[src/rtl/uart_pkg.sv]
// Shared UART definitions: baud-select codes, default byte width and the
// state encoding of the transmit arbiter.
package uart_pkg;

  // Baud-rate select codes understood by uart_byte_tx.
  localparam logic [2:0] BAUD_9600   = 3'd0;
  localparam logic [2:0] BAUD_19200  = 3'd1;
  localparam logic [2:0] BAUD_38400  = 3'd2;
  localparam logic [2:0] BAUD_57600  = 3'd3;
  localparam logic [2:0] BAUD_115200 = 3'd4;

  // Default byte width carried over the serial line.
  localparam int DATA_W = 8;

  // Transmit arbiter states.
  typedef enum logic [1:0] {
    IDLE      = 2'd0,
    LAUNCH    = 2'd1,
    WAIT_DONE = 2'd2
  } arb_state_e;

endpackage

[src/rtl/uart_tx_arbiter_rr_pick.sv]
// rr_pick: combinational round-robin priority picker. Searches req starting
// one position after 'last' and wrapping at NUM_REQ; returns the first
// asserted index and a valid flag. Reusable by any scheduler that keeps a
// last-served pointer.
module rr_pick #(
  parameter int NUM_REQ = 4,
  parameter int OWN_W   = 2
) (
  input  logic [NUM_REQ-1:0] req,
  input  logic [OWN_W-1:0]   last,
  output logic [OWN_W-1:0]   grant,
  output logic               valid
);

  // Index 'offs' positions after 'base', wrapped into 0..NUM_REQ-1.
  function automatic logic [OWN_W-1:0] wrap_idx(input logic [OWN_W-1:0] base,
                                                input int offs);
    int sum;
    sum = int'(base) + offs;
    if (sum >= NUM_REQ) sum = sum - NUM_REQ;
    return OWN_W'(sum);
  endfunction

  // Scan from the farthest candidate back to the nearest so that the nearest
  // asserted request after 'last' is the one left standing.
  always_comb begin
    // NOTE: every output gets a default before the loop; a path that leaves
    // grant or valid unassigned would infer a latch.
    grant = last;
    valid = 1'b0;
    for (int k = NUM_REQ; k >= 1; k--) begin
      if (req[wrap_idx(last, k)]) begin
        grant = wrap_idx(last, k);
        valid = 1'b1;
      end
    end
  end

endmodule

[src/rtl/uart_tx_arbiter.sv]
// uart_tx_arbiter: shares one uart_byte_tx between NUM_REQ byte producers.
// A round-robin grant latches the winner's byte, a one-cycle send_en launches
// it, and a done pulse returns to the owner once Tx_Done is seen.
// Optional build macro UART_ARB_TIMEOUT_EN adds a WAIT_DONE watchdog and a
// 'timeout' output port.
module uart_tx_arbiter #(
  parameter int         NUM_REQ  = 4,
  parameter int         DATA_W   = uart_pkg::DATA_W,
  parameter logic [2:0] BAUD_SEL = uart_pkg::BAUD_9600,
  parameter int         OWN_W    = 2
) (
  input  logic                      Clk,
  input  logic                      Rst,
  input  logic [NUM_REQ-1:0]        req,
  input  logic [NUM_REQ*DATA_W-1:0] req_data,
  output logic [NUM_REQ-1:0]        ack,
  output logic [NUM_REQ-1:0]        done,
  output logic [DATA_W-1:0]         tx_data_byte,
  output logic                      tx_send_en,
  output logic [2:0]                tx_baud_set,
  input  logic                      tx_done,
  input  logic                      tx_busy,
  output logic                      busy,
  output logic [OWN_W-1:0]          owner
`ifdef UART_ARB_TIMEOUT_EN
  ,
  output logic                      timeout
`endif
);

  import uart_pkg::*;

`ifdef UART_ARB_TIMEOUT_EN
  localparam logic [19:0] TIMEOUT_CYC = 20'd1_000_000;
`endif

  arb_state_e          state_q,   state_d;
  logic [OWN_W-1:0]    owner_q,   owner_d;
  logic [OWN_W-1:0]    last_q,    last_d;
  logic [DATA_W-1:0]   data_q,    data_d;
  logic                busy_q,    busy_d;
  logic                send_en_q, send_en_d;
  logic [NUM_REQ-1:0]  ack_q,     ack_d;
  logic [NUM_REQ-1:0]  done_q,    done_d;
`ifdef UART_ARB_TIMEOUT_EN
  logic [19:0]         wd_q,      wd_d;
  logic                timeout_q, timeout_d;
`endif

  logic [OWN_W-1:0]    pick_idx;
  logic                pick_valid;

  rr_pick #(
    .NUM_REQ (NUM_REQ),
    .OWN_W   (OWN_W)
  ) u_rr_pick (
    .req   (req),
    .last  (last_q),
    .grant (pick_idx),
    .valid (pick_valid)
  );

  // Next-state and registered-output logic for the grant/launch/wait cycle.
  always_comb begin
    state_d   = state_q;
    owner_d   = owner_q;
    last_d    = last_q;
    data_d    = data_q;
    busy_d    = busy_q;
    send_en_d = 1'b0;
    ack_d     = '0;
    done_d    = '0;
`ifdef UART_ARB_TIMEOUT_EN
    wd_d      = wd_q;
    timeout_d = 1'b0;
`endif

    unique case (state_q)
      IDLE: begin
        // A transmitter still shifting a frame blocks any new grant.
        if (pick_valid && !tx_busy) begin
          owner_d = pick_idx;
          data_d  = req_data[int'(pick_idx)*DATA_W +: DATA_W];
          busy_d  = 1'b1;
          state_d = LAUNCH;
        end
      end

      LAUNCH: begin
        send_en_d      = 1'b1;
        ack_d[owner_q] = 1'b1;
        last_d         = owner_q;
        state_d        = WAIT_DONE;
`ifdef UART_ARB_TIMEOUT_EN
        wd_d           = '0;
`endif
      end

      WAIT_DONE: begin
        if (tx_done) begin
          done_d[owner_q] = 1'b1;
          busy_d          = 1'b0;
          state_d         = IDLE;
        end
`ifdef UART_ARB_TIMEOUT_EN
        else if (wd_q == TIMEOUT_CYC - 20'd1) begin
          // Transmitter never answered: release the owner anyway.
          done_d[owner_q] = 1'b1;
          busy_d          = 1'b0;
          timeout_d       = 1'b1;
          state_d         = IDLE;
        end else begin
          wd_d = wd_q + 20'd1;
        end
`endif
      end

      default: begin
        state_d = IDLE;
      end
    endcase
  end

  // State and output registers; reset abandons any frame in flight silently.
  always_ff @(posedge Clk or posedge Rst) begin
    if (Rst) begin
      state_q   <= IDLE;
      owner_q   <= '0;
      last_q    <= OWN_W'(NUM_REQ - 1);
      data_q    <= '0;
      busy_q    <= 1'b0;
      send_en_q <= 1'b0;
      ack_q     <= '0;
      done_q    <= '0;
`ifdef UART_ARB_TIMEOUT_EN
      wd_q      <= '0;
      timeout_q <= 1'b0;
`endif
    end else begin
      // NOTE: non-blocking assignments make every register update from the
      // values of the previous cycle, independent of statement order.
      state_q   <= state_d;
      owner_q   <= owner_d;
      last_q    <= last_d;
      data_q    <= data_d;
      busy_q    <= busy_d;
      send_en_q <= send_en_d;
      ack_q     <= ack_d;
      done_q    <= done_d;
`ifdef UART_ARB_TIMEOUT_EN
      wd_q      <= wd_d;
      timeout_q <= timeout_d;
`endif
    end
  end

  assign ack          = ack_q;
  assign done         = done_q;
  assign tx_data_byte = data_q;
  assign tx_send_en   = send_en_q;
  assign tx_baud_set  = BAUD_SEL;
  assign busy         = busy_q;
  assign owner        = owner_q;
`ifdef UART_ARB_TIMEOUT_EN
  assign timeout      = timeout_q;
`endif

endmodule

[config.mk]
export PLATFORM = sky130hd
export DESIGN_NAME = uart_tx_arbiter
export DESIGN_NICKNAME = d
export VERILOG_FILES = /design/src/rtl/uart_pkg.sv /design/src/rtl/uart_tx_arbiter_rr_pick.sv /design/src/rtl/uart_tx_arbiter.sv
export SDC_FILE = /design/constraint.sdc
export NUM_CORES = 1
export LEC_CHECK = 0
export ABC_AREA = 1
export CORE_ASPECT_RATIO = 1.5
export CORE_MARGIN = 2
export CORE_UTILIZATION = 42
export CTS_CLUSTER_SIZE = 40
export DETAILED_ROUTE_END_ITERATION = 12
export MAX_ROUTING_LAYER = met4
export PLACE_DENSITY = 0.79
export SETUP_SLACK_MARGIN = 0.1
export SYNTH_ARGS = -nofsm -noshare
export SYNTH_HDL_FRONTEND = slang
export SYNTH_SLANG_ARGS = --single-unit
[constraint.sdc]
create_clock -name Clk -period 2.28 [get_ports Clk]
set_input_delay 0.228 -clock Clk [delete_from_list [all_inputs] [get_ports Clk]]
set_output_delay 0.228 -clock Clk [all_outputs]
set_load 0.01 [all_outputs]
---- Yosys cells after proc, flatten, opt, wreduce, memory -nomap -nowiden ----
Index checks and enable logic that the tools add are counted.
word-level totals
  bits in registers ....................... 24
  bits of input ports ..................... 40
  output and inout port bits .............. 23
  logic and storage cells ................. 71
operators by class
  magnitude comparators ................... 10
  equality and inequality tests ........... 4
  $add $sub $neg .......................... 8
  reduce and logical (&&, ||, !) cells .... 8
  shift operators ......................... 1
  mux-type cells .......................... 32
operators with widths
  kind                                                 number
  indexed part select 32 x 6 -> 8 bit                  1
  2-to-1 mux 2 bit                                     10
  < comparator 2 x 3 -> 1 bit, second input constant   5
  2-to-1 mux 1 bit                                     12
  2-to-1 mux 4 bit                                     3
  >= comparator 3 bit, second input constant           3
  binary-select mux 1 bit (select 2 bit)               4
  subtractor 2 x 1 -> 2 bit, second input constant     4
  adder 2 x 2 -> 3 bit, second input constant          2
  one-hot mux 2 bit (3 select lines)                   1
  adder 2 x 3 -> 4 bit, second input constant          1
  >= comparator 4 x 3 -> 1 bit, second input constant  1
  inequality test 2 bit, second input constant         2
  AND reduction 2 bit                                  2
  adder 2 x 1 -> 3 bit, second input constant          1
  AND reduction 3 bit                                  1
  demux 1 bit (select 2 bit)                           1
  == test 2 x 1 -> 1 bit, second input constant        1
  == test 2 bit, second input constant                 1
  >= comparator 2 x 1 -> 1 bit, second input constant  1
  logical AND 1 bit                                    2
  logical NOT 2 bit                                    1
  one-hot mux 1 bit (2 select lines)                   1
  nonzero test 2 bit                                   1
  logical NOT 1 bit                                    1

---- Longest topological paths before layout ----
Gate-level depths: netlist of the first run.
  word-level depth ........................ 12
  mapped depth ............................ 16
  mapped depth without buffers ............ 14

---- Modules after synthesis ----
From an unflattened synthesis of the first run, not the netlist that was laid out.
unflattened totals
  cells, all modules ...................... 228
  area total of the unflattened synthesis .. 1559.0 µm²
by module, submodules not included
  module           area each (µm²)  cells an instance  instances  sequential area each (µm²)
  uart_tx_arbiter  1317.5           181                1          603.1
  rr_pick          241.5            47                 1          0.0

---- Least setup slack after synthesis of the first run ----
OpenSTA, ideal clock, no wires.
  kind .................................... reg2reg
  start point ............................. reg last_q[0]
  end point ............................... reg data_q[0] (netlist: tx_data_byte[0])
  path buffers ............................ 3
  clock period less this slack ............ 1739 ps
  cell stages (with the launch flop) ...... 15
  data required time ...................... 2152 ps
  arrival ................................. 1611 ps
  slack ................................... 541 ps
  library setup time ...................... 128 ps
  cell sequence ........................... dfstp_2 buf_6 inv_6 nand2_4 nand2_4 nand2_2 nand2_1 inv_2 nand2_2 nand2_4 nand2_2 buf_6 buf_6 o211ai_2 nand3_1
between the ends
  cells in the longest elaborated chain, start to end .. 11
  elaborated cells on any way between the ends .. 35
  those cells by class .................... 8 x add/sub; 4 x order compare; 1 x shift; 20 x mux; 2 x reduce/logical
RTL lines
  item                                                                           line                    text
  start, declared                                                                uart_tx_arbiter.sv:39   logic [OWN_W-1:0] last_q, last_d;
  start signal, assigned                                                         uart_tx_arbiter.sv:129  last_q <= OWN_W'(NUM_REQ - 1);
  start signal, assigned                                                         uart_tx_arbiter.sv:144  last_q <= last_d;
  parallel branches: the longest is 11 deep, another holds adder 2 x 3 -> 4 bit  -
  end signal, assigned                                                           uart_tx_arbiter.sv:145  data_q <= data_d;
  end, declared                                                                  uart_tx_arbiter.sv:40   logic [DATA_W-1:0] data_q, data_d;
Several ways; the timed one is not identified. The select of a mux whose other input is x is not followed.
A chain may end at the register's enable or synchronous reset.

---- Worst setup path in the final report of the first run ----
  start point ............................. reg last_q[0]
  end point ............................... reg data_q[1] (netlist: tx_data_byte[1])
Same word-level chain as after synthesis.

==> run metrics, run 1 <==
status finished, final reports clean; clock root buffer clkbuf_8; GRT Overall Usage 17.59%; Arr. time, crit path 2.10 ns; worst-skew pair later-pin latency 0.26 ns; crit share post-route 85.23%; Nets 300; multiplexer share of the synthesized area 0%; Horiz. Die Dim 52.43 um; Post-CTS Resized 0; initial antenna violation count 0; worst slew pin tran 0.5440 ns; compound-gate portion of the synthesized area 7.451%; Final Slew Violations 0; drt initial violations 10; global-route wire length before repair 5264 um; drt wl/cell 10.38 um; vias in the first global route 1249; Final Skew 0.003886 ns; CTS Buffer Depth 2; Final ANT Viol Nets 0; gr ovfl total 0; worst reg2reg path depth 13; Yosys warning count 0; Leakage 1.087 nW; largest family of logic cells by synthesized area simple AND/OR/NAND/NOR gates; starting density of the core 43.68%; TritonCTS clock tree done; CTS buffer count 3; relative slew slack 63.70%; simple-gate area share of the yosys netlist 37.17%; core area 3383 um^2; Mapped Avg Cell Area 7.463 um^2; IO buf count 59; Worst-path clk slew 0.08 ns; hold_ws 0.2965 ns; die area 4019 um^2; number of diodes 0; Final Util 63.79%; Synth Area in Adders 0%; CTS H-tree depth 1; XOR/XNOR Fraction of Synth Area 0%; VDD IR max 0.9210 mV; synthesized instance count 198; Layout area overhead 46.06%; Distinct cells, synth 22; # IOs 63; Hold Crit Class input pin to async pin; drt via density 4.525; layout cell share with drive strength beyond 1 13.90%; hold-fix buffer count after cts 0; Final setup viols 0; largest net degree at the start of global routing 30; drt pass-1 iters 4; crit path max fanout 29; CTS sink cnt 24; PD cells 1217 nW/um^2; WP data required 2.43 ns; die height 76.65 um; # fillers 313; Detailed Route WL 3124 um; Final TNS setup 0 ns; Worst Setup End Kind flip-flop; DRC 0; FP Rows 26; flops & latches, synth 24; gpl congestion 0.8688; vias 1362; Peak Freq 514.6 MHz; register area share after synthesis 40.81%; setup bufs post-CTS 0; Tmin final 1.943 ns; post-synthesis cell area 1478 um^2; final hold viol count 0; RSZ-0062 raised after global routing false; Critical Path Start Type flip-flop; number of max-cap violations 0; dpl hpwl 2601 um; Final Power 2.626 mW; CP Class flip-flop to flip-flop
==> flip-flops by register name (all words and copies together) (netlist names) <==
register      flops
tx_data_byte      8
ack               4
done              4
last_q            2
owner             2
state_q           2
busy              1
tx_send_en        1
==> power breakdown <==
group          switching, mW  internal (mW)  leakage (nW)  total [mW]
logic                  0.900          0.713         0.756        1.61
clock network          0.129          0.154        0.0288       0.283
registers              0.135          0.595         0.302       0.730
==> synth_stat cells, drive strengths merged <==
cell type | n | area share, %
nand2 | 69 | 21
inv | 37 | 9.7
nand3 | 26 | 9.5
dfrtp | 22 | 37
nor2 | 12 | 3.6
buf | 7 | 4.3
o211ai | 6 | 5.1
or2 | 6 | 2.5
o21ai | 5 | 1.7
a21oi | 2 | 0.68
dfstp | 2 | 3.6
nor3 | 2 | 0.68
clkbuf | 1 | 0.25
conb | 1 | 0.25
==> final timing paths <==
path                                              from                     endpoint  slack (ns)
max                              last_q[0]$_DFFE_PP1P_  tx_data_byte[1]$_DFFE_PP0P_        0.34
min                                                Rst  tx_data_byte[4]$_DFFE_PP0P_        0.30
max reg2reg                      last_q[0]$_DFFE_PP1P_  tx_data_byte[1]$_DFFE_PP0P_        0.34
min reg2reg                tx_data_byte[3]$_DFFE_PP0P_  tx_data_byte[3]$_DFFE_PP0P_        0.50
max in group asynchronous                          Rst         tx_send_en$_DFF_PP0_        1.44
min in group Clk           tx_data_byte[3]$_DFFE_PP0P_  tx_data_byte[3]$_DFFE_PP0P_        0.50
==> cells in the final DEF (no fill, tap or decap) <==
cell type,netlist,layout
o21ai_1,1,1
clkdlybuf4s50_1,0,59
buf_12,0,1
nor3_1,2,2
a21oi_1,2,2
nand2_2,11,11
nand2_1,55,55
inv_2,2,2
o21ai_0,4,4
inv_1,34,34
dfstp_2,2,2
nor2_4,1,1
dfrtp_1,22,22
buf_4,4,3
nand3_1,24,24
nand2_4,3,3
inv_6,1,1
or2_0,6,6
nor2_1,11,11
o211ai_2,6,6
nand3_2,2,2
clkbuf_8,0,4
conb_1,1,3
==> layout make-up <==
| cell class | instances | area [um^2] | share of cell area [%] |
|---|---|---|---|
| multi-input combinational | 131 | 670.6 | 31.07 |
| inverter | 37 | 143.9 | 6.667 |
| clock buffer | 4 | 55.05 | 2.551 |
| sequential | 24 | 603.1 | 27.94 |
| timing repair buffer | 63 | 633.1 | 29.33 |
| tap | 42 | 52.55 | 2.435 |
==> logic make-up after synthesis <==
group                  Yosys count
buffers and inverters           45
other                            1
flip-flops                      24
AND/OR/NAND/NOR                115
AO/OA/AOI/OAI                   13
==> metal layers <==
layer / up-vias / GRT usage (%) / wire, um
met1: 605 / 19.85 / 1203
li1: 717 / - / -
met2: 35 / 30.63 / 1763
met5: - / - / 0
met4: 0 / 6.923 / 57
met3: 5 / 1.765 / 99
==> per-stage QoR <==
stage / instances / instance area [um^2] / setup slack, ns
6_report: 301 / 2158 / 0.3368
5_1_grt: 301 / 2158 / 0.1557
4_1_cts: 301 / 2158 / 0.3142
3_5_place_dp: 297 / 2103 / 0.2799
3_3_place_gp: 297 / 2103 / 0.3323
2_1_floorplan: 200 / 1485 / 0.5406
==> critical path: stages (launching register included) <==
cell and delay [ns]:
dfstp_2 0.68, inv_6 0.09, nand2_2 0.07, nand3_1 0.09
nand2_1 0.07, inv_1 0.04, nand2_2 0.07, nand2_2 0.06
nand2_4 0.08, nand2_2 0.06, buf_12 0.16, or2_0 0.20
nand3_1 0.07, nand3_1 0.07
(Power assumes the default switching activity.)
==> run 2, diff against run 1 <==
CORE_UTILIZATION = 25   (was 42)
PLACE_DENSITY = not set   (was 0.79)
clock period = 2.1 ns   (was 2.28 ns; I/O delays follow)
==> run 2 against run 1 <==
Clock power is 5% lower. Global-route usage is 5.5 points lower. First-iteration DRC count grew to 3.8 times the previous value. Largest power group unchanged. Clock-buffer cell count stayed put. Largest cell class is now non-clock buffers. Cell area is 10% higher. Clock skew is 0.0017 ns lower. Sequential cell count stayed put. Critical path type unchanged.
==> run metrics, run 2 (synthesis results as in run 1) <==
status finished, final reports clean; IO buf count 59 (unchanged); drt initial violations 38 (+28); Final Skew 0.002234 ns (-0.001652 ns); WP data required 2.25 ns (-0.18 ns); most common cell after layout, fill and taps aside clkdlybuf4s50_1; GRT Overall Usage 12.09% (-5.5 points); initial antenna violation count 0 (unchanged); Worst-path clk slew 0.08 ns (about the same); RSZ-0062 raised after global routing true; Peak Freq 513.9 MHz (-0.13%); die height 98.16 um (+28%); clock root buffer clkbuf_8; number of diodes 0 (unchanged); Layout area overhead 60.97%; worst reg2reg path depth 14 (+1); Leakage 1.172 nW (+7.9%); Hold Crit Class input pin to async pin; commonest cells after routing, fill and taps aside clkdlybuf4s50_1, nand2_1, inv_1, nand3_1, dfrtp_1; dpl hpwl 2788 um (+7.2%); drt wl/cell 11.41 um (+9.9%); global-route wire length before repair 5975 um (+14%); CP Class flip-flop to flip-flop; Arr. time, crit path 2.09 ns (about the same); core area 5743 um^2 (+70%); Final ANT Viol Nets 0 (unchanged); CP startpoint last_q[0]$_DFFE_PP1P_; largest net degree at the start of global routing 30 (unchanged); VDD IR max 0.5111 mV (-45%); Largest register FFs 8 (unchanged); Worst setup endpoint tx_data_byte[4]$_DFFE_PP0P_; die area 6554 um^2 (+63%); Nets 313 (+4.3%); PD cells 1457 nW/um^2 (+20%); Final Util 41.42% (-22 points); Tmin final 1.946 ns (+0.002625 ns); layout cell share with drive strength beyond 1 20.96% (+7.1 points); starting density of the core 25.73% (-18 points); gpl congestion 0.7496 (-14%); final hold viol count 0 (unchanged); crit path max fanout 8 (-72%); FP Rows 34 (+31%); crit share post-route 92.66% (+7.4 points); Final Power 3.465 mW (+32%); Critical Path Start Type flip-flop; r2r startpoint last_q[0]$_DFFE_PP1P_; TritonCTS clock tree done; Detailed Route WL 3925 um (+26%); vias 1470 (+7.9%); Worst Setup End Kind flip-flop; # fillers 611 (+95%); CTS Buffer Depth 2 (unchanged); # IOs 63 (unchanged); CTS sink cnt 24 (unchanged); r2r setup slk 0.15 ns (-0.18 ns); CTS H-tree depth 1 (unchanged); number of max-cap violations 0 (unchanged); gr ovfl total 0 (unchanged); Final Slew Violations 0 (unchanged); worst-skew pair later-pin latency 0.26 ns (about the same); Crit Reg-Reg Endpoint tx_data_byte[4]$_DFFE_PP0P_; Horiz. Die Dim 66.77 um (+27%); vias in the first global route 1372 (+9.8%); hold_ws 0.2874 ns (-0.009130 ns); Final setup viols 0 (unchanged); CTS buffer count 3 (unchanged); DRC 0 (unchanged); Final TNS setup 0 ns (unchanged); drt via density 4.273 (-5.6%); drt pass-1 iters 4 (unchanged)
[run 2: cell types whose count changed in the layout (fill, tap and decap cells not counted), moves of 2 or more]
cell       before  now
nand2_2        11   15
clkbuf_16       0    2
buf_4           3   12
nand2_1        55   49
[run 2: worst min path at each step]
stage	endpoint	from	slack, ns
6_report	done[1]$_DFF_PP0_	Rst	0.29
5_1_grt	done[1]$_DFF_PP0_	Rst	0.34
4_1_cts	done[1]$_DFF_PP0_	Rst	0.30
3_5_place_dp	tx_data_byte[2]$_DFFE_PP0P_	tx_data_byte[2]$_DFFE_PP0P_	0.46
3_3_place_gp	tx_data_byte[5]$_DFFE_PP0P_	tx_data_byte[5]$_DFFE_PP0P_	0.46
2_1_floorplan	ack[0]$_DFF_PP0_	Rst	0.22
[run 2: power breakdown]
part / leakage [nW] / internal (mW) / switching (mW) / total (mW)
Combinational: 0.847 / 1.20 / 1.24 / 2.43
Clock: 0.0228 / 0.135 / 0.133 / 0.269
Sequential: 0.302 / 0.645 / 0.118 / 0.763
Total: 1.17 / 1.98 / 1.49 / 3.47
[run 2: critical path, cell delays in order (launching register included)]
cell and delay [ns]:
dfstp_2 0.56, buf_12 0.12, inv_6 0.05, nand2_4 0.06, nand2_4 0.06, nand2_2 0.09, nand2_2 0.05, inv_2 0.09
nand2_2 0.07, nand2_4 0.10, nand2_8 0.07, buf_12 0.14, or2_0 0.20, nand3_1 0.09, nand3_1 0.08
[run 2: what timing repair did]
| item | in CTS | in global routing |
|---|---|---|
| hold endpoints to repair | 0 | 0 |
| endpoints found under the setup margin | 0 | 10 |
| buffers inserted | 0 | 10 |
| hold buffers | 0 | 0 |
| gates resized for setup | 0 | 14 |
[run 2: final cells by class]
class	instances	area, um^2	area share [%]
inverters	37	143.9	6.049
multi-input cells	131	720.7	30.30
clock buffers	4	45.04	1.894
flip-flops and latches	24	603.1	25.36
well taps	72	90.09	3.787
repair buffers	76	775.7	32.61
[run 2: metrics by stage]
| step | setup WS, ns | instances | area [um^2] |
|---|---|---|---|
| finish | 0.1542 | 344 | 2379 |
| global placement | 0.1605 | 328 | 2148 |
| CTS | 0.1275 | 332 | 2193 |
| floorplan | 0.3606 | 200 | 1485 |
| detailed placement | 0.09477 | 328 | 2148 |
| global route | 0.01391 | 344 | 2379 |
[run 2: metal layers]
metal	vias to the layer above	global-route usage [%]	routed length, um
met5	-	-	0
met4	0	5.965	91
met3	8	0.8065	144
met2	36	21.92	2310
met1	681	12.75	1379
li1	745	-	-
